===== src/rtl/cache_pkg.sv =====
// Shared types for the cache request front end: queued request record and FSM states.
package cache_pkg;
  localparam int WIDTH     = 8;
  localparam int RAM_DEPTH = 256;
  localparam int AW        = $clog2(RAM_DEPTH);

  typedef struct packed {
    logic           we;
    logic [AW-1:0]  addr;
    logic [WIDTH-1:0] data;
  } cache_req_t;

  typedef enum logic [1:0] {IDLE, ISSUE, WAIT, RESP} creq_state_t;
endpackage


===== src/rtl/sync_fifo.sv =====
// Single-clock FIFO of arbitrary element type; combinational head read, async reset.
module sync_fifo #(
  parameter type T     = logic,
  parameter int  DEPTH = 4
) (
  input  logic                   clk,
  input  logic                   rst,
  input  logic                   push,
  input  T                       din,
  input  logic                   pop,
  output T                       dout,
  output logic                   full,
  output logic                   empty,
  output logic [$clog2(DEPTH):0] count
);
  localparam int PW = $clog2(DEPTH);
  localparam logic [PW:0] FULL_CNT = (PW+1)'(DEPTH);

  T              mem [DEPTH];
  logic [PW-1:0] wr_ptr, rd_ptr;
  logic          push_ok, pop_ok;

  assign push_ok = push && !full;
  assign pop_ok  = pop && !empty;
  assign full    = (count == FULL_CNT);
  assign empty   = (count == '0);
  assign dout    = mem[rd_ptr];

  // Storage carries no reset; only the pointers and count define validity.
  always_ff @(posedge clk) begin
    if (push_ok) mem[wr_ptr] <= din;
  end

  always_ff @(posedge clk or posedge rst) begin
    if (rst) begin
      wr_ptr <= '0;
      rd_ptr <= '0;
      count  <= '0;
    end else begin
      if (push_ok) wr_ptr <= wr_ptr + 1'b1;
      if (pop_ok)  rd_ptr <= rd_ptr + 1'b1;
      case ({push_ok, pop_ok})
        2'b10:   count <= count + 1'b1;
        2'b01:   count <= count - 1'b1;
        default: count <= count;
      endcase
    end
  end
endmodule


===== src/rtl/cache_req_queue.sv =====
// uP-side request queue for the cache: buffers requests, issues one at a time,
// returns each result over valid/ready, and times out a silent cache.
module cache_req_queue #(
  parameter int WIDTH     = 8,
  parameter int RAM_DEPTH = 256,
  parameter int DEPTH     = 4,
  parameter int TIMEOUT   = 64
) (
  input  logic                         clk,
  input  logic                         rst,
  input  logic                         req_valid,
  output logic                         req_ready,
  input  logic                         req_we,
  input  logic [$clog2(RAM_DEPTH)-1:0] req_addr,
  input  logic [WIDTH-1:0]             req_data,
  output logic                         rsp_valid,
  input  logic                         rsp_ready,
  output logic                         rsp_we,
  output logic [WIDTH-1:0]             rsp_data,
  output logic                         rsp_err,
  output logic                         cache_we,
  output logic                         cache_re,
  output logic [$clog2(RAM_DEPTH)-1:0] cache_addr,
  output logic [WIDTH-1:0]             cache_data,
  input  logic                         cache_done,
  input  logic [WIDTH-1:0]             cache_rdata,
  output logic                         busy
);
  import cache_pkg::*;

  localparam int CW = $clog2(TIMEOUT+1);

  creq_state_t             state, state_nxt;
  cache_req_t              fifo_din, fifo_dout, cur, cur_nxt;
  logic                    fifo_pop, fifo_full, fifo_empty;
  logic [$clog2(DEPTH):0]  fifo_count;
  logic [CW-1:0]           tmo_cnt, tmo_nxt;
  logic                    we_nxt, re_nxt;
  logic                    rsp_valid_nxt, rsp_we_nxt, rsp_err_nxt;
  logic [WIDTH-1:0]        rsp_data_nxt;

  assign fifo_din  = '{we: req_we, addr: req_addr, data: req_data};
  assign req_ready = !fifo_full;

  sync_fifo #(.T(cache_req_t), .DEPTH(DEPTH)) u_fifo (
    .clk   (clk),
    .rst   (rst),
    .push  (req_valid),
    .din   (fifo_din),
    .pop   (fifo_pop),
    .dout  (fifo_dout),
    .full  (fifo_full),
    .empty (fifo_empty),
    .count (fifo_count)
  );

  // The issue register doubles as the held cache address/data.
  assign cache_addr = cur.addr;
  assign cache_data = cur.data;
  assign busy       = (state != IDLE) || (fifo_count != '0);

  always_comb begin
    state_nxt     = state;
    fifo_pop      = 1'b0;
    cur_nxt       = cur;
    tmo_nxt       = tmo_cnt;
    we_nxt        = 1'b0;
    re_nxt        = 1'b0;
    rsp_valid_nxt = rsp_valid;
    rsp_we_nxt    = rsp_we;
    rsp_data_nxt  = rsp_data;
    rsp_err_nxt   = rsp_err;
    case (state)
      IDLE: if (!fifo_empty) begin
        fifo_pop  = 1'b1;
        cur_nxt   = fifo_dout;
        state_nxt = ISSUE;
      end
      ISSUE: begin
        we_nxt    = cur.we;
        re_nxt    = !cur.we;
        tmo_nxt   = '0;
        state_nxt = WAIT;
      end
      WAIT: begin
        // done has priority over a coincident timeout expiry
        if (cache_done) begin
          rsp_valid_nxt = 1'b1;
          rsp_we_nxt    = cur.we;
          rsp_data_nxt  = cur.we ? '0 : cache_rdata;
          rsp_err_nxt   = 1'b0;
          state_nxt     = RESP;
        end else if (tmo_cnt == CW'(TIMEOUT-1)) begin
          rsp_valid_nxt = 1'b1;
          rsp_we_nxt    = cur.we;
          rsp_data_nxt  = '0;
          rsp_err_nxt   = 1'b1;
          state_nxt     = RESP;
        end else begin
          tmo_nxt = tmo_cnt + 1'b1;
        end
      end
      RESP: if (rsp_ready) begin
        rsp_valid_nxt = 1'b0;
        state_nxt     = IDLE;
      end
      default: state_nxt = IDLE;
    endcase
  end

  always_ff @(posedge clk or posedge rst) begin
    if (rst) begin
      state     <= IDLE;
      cur       <= '0;
      tmo_cnt   <= '0;
      cache_we  <= 1'b0;
      cache_re  <= 1'b0;
      rsp_valid <= 1'b0;
      rsp_we    <= 1'b0;
      rsp_data  <= '0;
      rsp_err   <= 1'b0;
    end else begin
      state     <= state_nxt;
      cur       <= cur_nxt;
      tmo_cnt   <= tmo_nxt;
      cache_we  <= we_nxt;
      cache_re  <= re_nxt;
      rsp_valid <= rsp_valid_nxt;
      rsp_we    <= rsp_we_nxt;
      rsp_data  <= rsp_data_nxt;
      rsp_err   <= rsp_err_nxt;
    end
  end
endmodule


===== config.mk =====
export PLATFORM = sky130hd
export DESIGN_NAME = cache_req_queue
export DESIGN_NICKNAME = d
export VERILOG_FILES = /design/src/rtl/cache_pkg.sv /design/src/rtl/sync_fifo.sv /design/src/rtl/cache_req_queue.sv
export SDC_FILE = /design/constraint.sdc
export NUM_CORES = 1
export LEC_CHECK = 0
export CAP_MARGIN = 10
export CORE_MARGIN = 2
export CORE_UTILIZATION = 30
export DETAILED_ROUTE_END_ITERATION = 10
export PLACE_DENSITY = 0.52
export SYNTH_ARGS = -nofsm -noshare
export SYNTH_HDL_FRONTEND = slang
export SYNTH_SLANG_ARGS = --single-unit

===== constraint.sdc =====
create_clock -name clk -period 2.5 [get_ports clk]
set_clock_uncertainty 0.1 [all_clocks]
set_input_delay 0.625 -clock clk [delete_from_list [all_inputs] [get_ports clk]]
set_output_delay 0.625 -clock clk [all_outputs]
set_load 0.005 [all_outputs]

* Word level (Yosys, flattened, before mapping)
Memory sizes are Yosys's and may differ from the RTL's. A register that Yosys moved wholly into a read port is not among the register bits.
Cells that the tools add are included.
** Storage, ports and cells
- Memory bits (writable) :: 68
- Latch bits :: 0
- Input bits :: 30
- Register bits after elaboration :: 29
- Word-level logic and storage cells :: 74
- Memory bits (read-only) :: 0
- Memories :: 1
- Output and inout port bits :: 31
** Operators by class
- Equality and inequality tests :: 12
- Multipliers :: 0
- Divide/modulo/power cells :: 0
- Shift operators :: 0
- Mux-type cells :: 25
- $add $sub $neg :: 5
- Reduce and logical (&&, ||, !) cells :: 19
- Bitwise operators :: 1
- Order comparisons :: 0
** Memory list
- u_fifo.mem :: depth 4, width 17, rd ports 1, clocked after memory_dff 1, write ports 1, RTL line sync_fifo.sv:19 : T mem [DEPTH];
** Operator list (number)
- $mux 8 :: 3
- $mux 7 :: 2
- $pmux 7 s2 :: 1
- $mux 1 :: 12
- $reduce_bool 2->1 :: 5
- $reduce_and 3->1 :: 3
- $mux 2 :: 4
- $ne 2x2->1 const B :: 4
- $pmux 2 s4 :: 1
- $add 7x1->7 const B :: 1
- $eq 7x6->1 const B :: 1
- $eq 2x2->1 const B :: 3
- $pmux 3 s2 :: 1
- $add 2x1->2 const B :: 2
- $eq 2x1->1 const B :: 2
- $reduce_and 2->1 :: 2
- $add 3x1->3 const B :: 1
- $eq 3x3->1 const B :: 1
- $logic_not 1->1 :: 3
- $logic_not 3->1 :: 1
- $ne 3x3->1 const B :: 1
- $reduce_bool 3->1 :: 1
- $sub 3x1->3 const B :: 1
- $logic_and 1x1->1 :: 2
- 4 further kinds :: 4

* Logic depth before layout (Yosys ltp)
- Depth in word-level cells :: 6
- Mapped depth :: 11
- Mapped depth without buffers :: 10

* Cells and area by module
From an unflattened synthesis, not the netlist that was laid out.
** Second synthesis, totals
- Cells, all modules :: 267
- Area total of the unflattened synthesis :: 4714.5 sq um
** By module, submodules not included
- sync_fifo :: cells each 127, area an instance 2925.3 sq um, instances 1, sequential area each 2217.1 sq um
- cache_req_queue :: cells each 140, area an instance 1789.2 sq um, instances 1, sequential area each 975.9 sq um

* Least setup slack after synthesis
OpenSTA, ideal clock, no wires.
- Path kind :: reg2reg
- Start point :: reg state[0]
- End point :: reg u_fifo.count[2]
- Period minus slack after synthesis :: 2.311 ns
- Required time :: 2.321 ns
- Path buffers :: 1
- Stages on the path, launching flop included :: 12
- Setup slack :: 0.189 ns
- Arrival :: 2.131 ns
- Setup time :: 0.079 ns
- Path through :: dfrtp_1 inv_1 ha_1 o31ai_4 inv_2 buf_2 ha_1 inv_1 fa_1 xor2_1 nor2_1 xor2_1
** On the way
- Word-level cells in the longest chain between the ends :: 5
- Elaborated cells on any way between the ends :: 7
- Those cells by class :: eq/ne (2); mux (2); reduce/logical (3)
** Ends and longest elaborated chain
- start, declared :: RTL line cache_req_queue.sv:33 : creq_state_t state, state_nxt;
- start signal, assigned :: RTL line cache_req_queue.sv:123 : state <= state_nxt;
- $logic_not 2->1 (*) :: RTL line cache_req_queue.sv:73 : case (state)
- $mux 1 (*) :: RTL line cache_req_queue.sv:73
- named net fifo_pop :: RTL line cache_req_queue.sv:35 : logic fifo_pop, fifo_full, fifo_empty;
- $logic_and 1x1->1 (*) :: RTL line sync_fifo.sv:24 : assign pop_ok = pop && !empty;
- $eq 2x1->1 or $eq 2x2->1 (tied branches) :: RTL line sync_fifo.sv:42 : case ({push_ok, pop_ok})
- $pmux 3 s2 or $reduce_bool 2->1 (tied branches)
- end signal, assigned :: RTL line sync_fifo.sv:43 : 2'b10: count <= count + 1'b1;
- end signal, assigned :: RTL line sync_fifo.sv:44 : 2'b01: count <= count - 1'b1;
- end signal, assigned :: RTL line sync_fifo.sv:45 : default: count <= count;
- end, declared :: RTL line sync_fifo.sv:14 : output logic [$clog2(DEPTH):0] count
The timed path passes the listed nets; every way through them passes the cells marked *.
A chain may end at the register's enable or synchronous reset.

* Final worst setup path
- Start point :: reg u_fifo.count[1]
- End point :: out req_ready
** On the way
- Word-level cells in the longest chain between the ends :: 2
** Ends and longest elaborated chain
- $eq 3x3->1 :: RTL line sync_fifo.sv:25 : assign full = (count == FULL_CNT);
- $logic_not 1->1 :: RTL line cache_req_queue.sv:43 : assign req_ready = !fifo_full;
- end, declared :: RTL line cache_req_queue.sv:12 : output logic req_ready,
No other way between the ends.

==> metrics <==
status=complete, no violations; Die Height=128 µm; final max-slew violation count=0; clock transition at the registers of the reported paths=0.05 ns; iteration count of the initial detailed-routing pass=4; # DRC=0; type of the worst min-delay path=flop to flop; final core occ=0.400; Port-buffer cells=60; row count=45; maximum vdd drop=0.571 mV; sequential-to-total area share from yosys stat=0.691; worst path arrival time=1.65 ns; vias per inst=4.57; most frequent cells in the layout=edfxtp_1 (68), nand2_1 (59), clkdlybuf4s50_1 (59); vias in the first global route=2737; syn avg cell area=15.6 µm²; DR iter-0 viols=141; drt total wl=9.03 mm; WL/cell=15.9 µm; post-route setup TNS=0 ns; Final ANT Viol Nets=0; Max Freq=0.421 GHz; worst hold slack=0.375 ns; area growth from synthesis to layout=31.0%; Die Area=0.0164 mm²; Diodes inserted=0; dpl ws=0.0649 ns; Synthesized Nets=339; final hold violation count=0; total grt overflow=0; Final GP Congestion=0.719; Synth cell types=42; share of cells above drive strength 1=0.208; Final min period=2.38 ns; Vias=2598; initial antenna violation count=0; PwrDens=1270 mW/mm²; largest net degree at the start of global routing=23; global-route wire length before repair=14.7 mm; Max H-tree Level=4; unrepaired setup endpoints after global routing=false; Die Wd=128 µm; Lkg Pwr=2.39 nW; Worst-Margin Slew=0.539 ns; critical path endpoint category=output pin; clock root cell=clkbuf_16; number of synthesized register bits=114; Initial Util=0.305; DPL Wire Length=5.64 mm; most common cell after layout, fill and taps aside=edfxtp_1; CTS Buffer Depth=2; synthesized instance count=297; worst setup path class=flop to output pin; Total Routing Usage GR=0.121; Clk Latency, worst-skew pair=0.41 ns; clk sink count=114; startpoint types=flop; nets@finish=409; Overall Power=7.69 mW; cts hold-fix bufs=0; I/O Pins=61; CTS tree=built; synth warn=0; Setup WS post-layout=0.123 ns; required time of the critical path=1.77 ns; total core area=0.0151 mm²; Setup Viol. Count Final=0; Tcrit/Tclk final=0.951; CP max FO=6; CTS Buf Count=17; area of the mapped netlist=0.00462 mm²; Worst slew margin=0.640; Max Cap Viol=0
[worst max-delay path, cell delays in order (launching register included)]
cell             delay, ns
dfrtp_1               0.41
inv_1                 0.11
nand3_1               0.19
clkdlybuf4s50_1       0.55
[timing repair]
item,4_1_cts,5_1_grt
setup buffers,2,0
setup endpoints to repair,1,2
cloned,0,0
resized for setup,4,2
[worst paths after layout]
kind / startpoint / to / slack, ns / depth (start not counted)
max reg2reg: u_fifo.count[0]$_DFFE_PP0P_ / u_fifo.count[2]$_DFFE_PP0P_ / 0.36 / 9
min: cache_data[4]$_DFFE_PP0P_ / cache_data[4]$_DFFE_PP0P_ / 0.38 / 2
min in group asynchronous: rst / tmo_cnt[5]$_DFFE_PP0P_ / 0.46 / 2
max: u_fifo.count[1]$_DFFE_PP0P_ / req_ready / 0.12 / 3
max in group asynchronous: rst / cache_data[0]$_DFFE_PP0P_ / 1.22 / 3
min reg2reg: cache_data[4]$_DFFE_PP0P_ / cache_data[4]$_DFFE_PP0P_ / 0.38 / 2
[report_power, final]
group,switching (mW),total [mW],internal (mW)
Clock,0.879,2.56,1.68
Combinational,1.07,2.28,1.21
Sequential,0.284,2.86,2.57
Total,2.23,7.69,5.46
[cells in the mapped netlist, drive strengths merged]
cell type,n,area [µm²]
and2,1,6.26
buf,22,155
a2bb2oi,1,8.76
nor2b,1,6.26
clkbuf,1,3.75
ha,11,138
dfrtp,46,1150
xor2,2,17.5
nand4b,1,8.76
o31ai,2,28.8
and3b,1,8.76
o32a,1,11.3
a22o,8,70.1
or2,1,6.26
o21bai,1,7.51
a31oi,4,25.0
and2b,1,8.76
nand3,4,20.0
nand2b,1,6.26
inv,11,41.3
nand2,59,221
mux2,3,37.5
or4b,1,13.8
fa,1,20.0
a21oi,4,23.8
edfxtp,68,2040
o2bb2ai,1,8.76
o211ai,1,7.51
nor2,3,11.3
mux4,17,383
and3,5,31.3
xnor2,4,35.0
o21ai,7,38.8
mux2i,1,10.0
nand4,1,6.26
[registers in the layout, summed over array words and instances, names as in the netlist, 2 cells and up]
register,flops
cache_addr,8
cache_data,8
rsp_data,8
state,2
tmo_cnt,7
u_fifo.count,3
u_fifo.mem,68
u_fifo.rd_ptr,2
u_fifo.wr_ptr,2
[kinds of logic after synthesis]
logic type	count (synthesis)	share of synthesized area
adder cells (fa/ha/maj)	12	0.0341
XOR/XNOR	6	0.0114
flip-flops	114	0.691
AO/OA/AOI/OAI	30	0.0498
buffers and inverters	34	0.0433
multiplexers	21	0.0932
AND/OR/NAND/NOR	80	0.0769
[layer usage]
metal | global-route usage | part of all wire
met4 | 0.0446 | 0.014
met1 | 0.143 | 0.44
met3 | 0.0513 | 0.054
met5 | 0 | 0
met2 | 0.199 | 0.50
[area by class of cell]
class / count / area (µm²)
Sequential cell: 114 / 3190
Clock inverter: 15 / 205
Multi-Input combinational cell: 149 / 1230
Tap cell: 188 / 235
Timing Repair Buffer: 74 / 726
Fill cell: 1414 / 9090
Clock buffer: 17 / 425
Inverter: 11 / 41.3
[through the flow]
stage | instances | instance area (µm²)
after floorplan | 297 | 4620
after global placement | 534 | 5410
after detailed placement | 534 | 5410
after CTS | 568 | 6060
after global routing | 568 | 6050
final | 568 | 6050
Note: power is estimated with default switching activity, not from simulation.
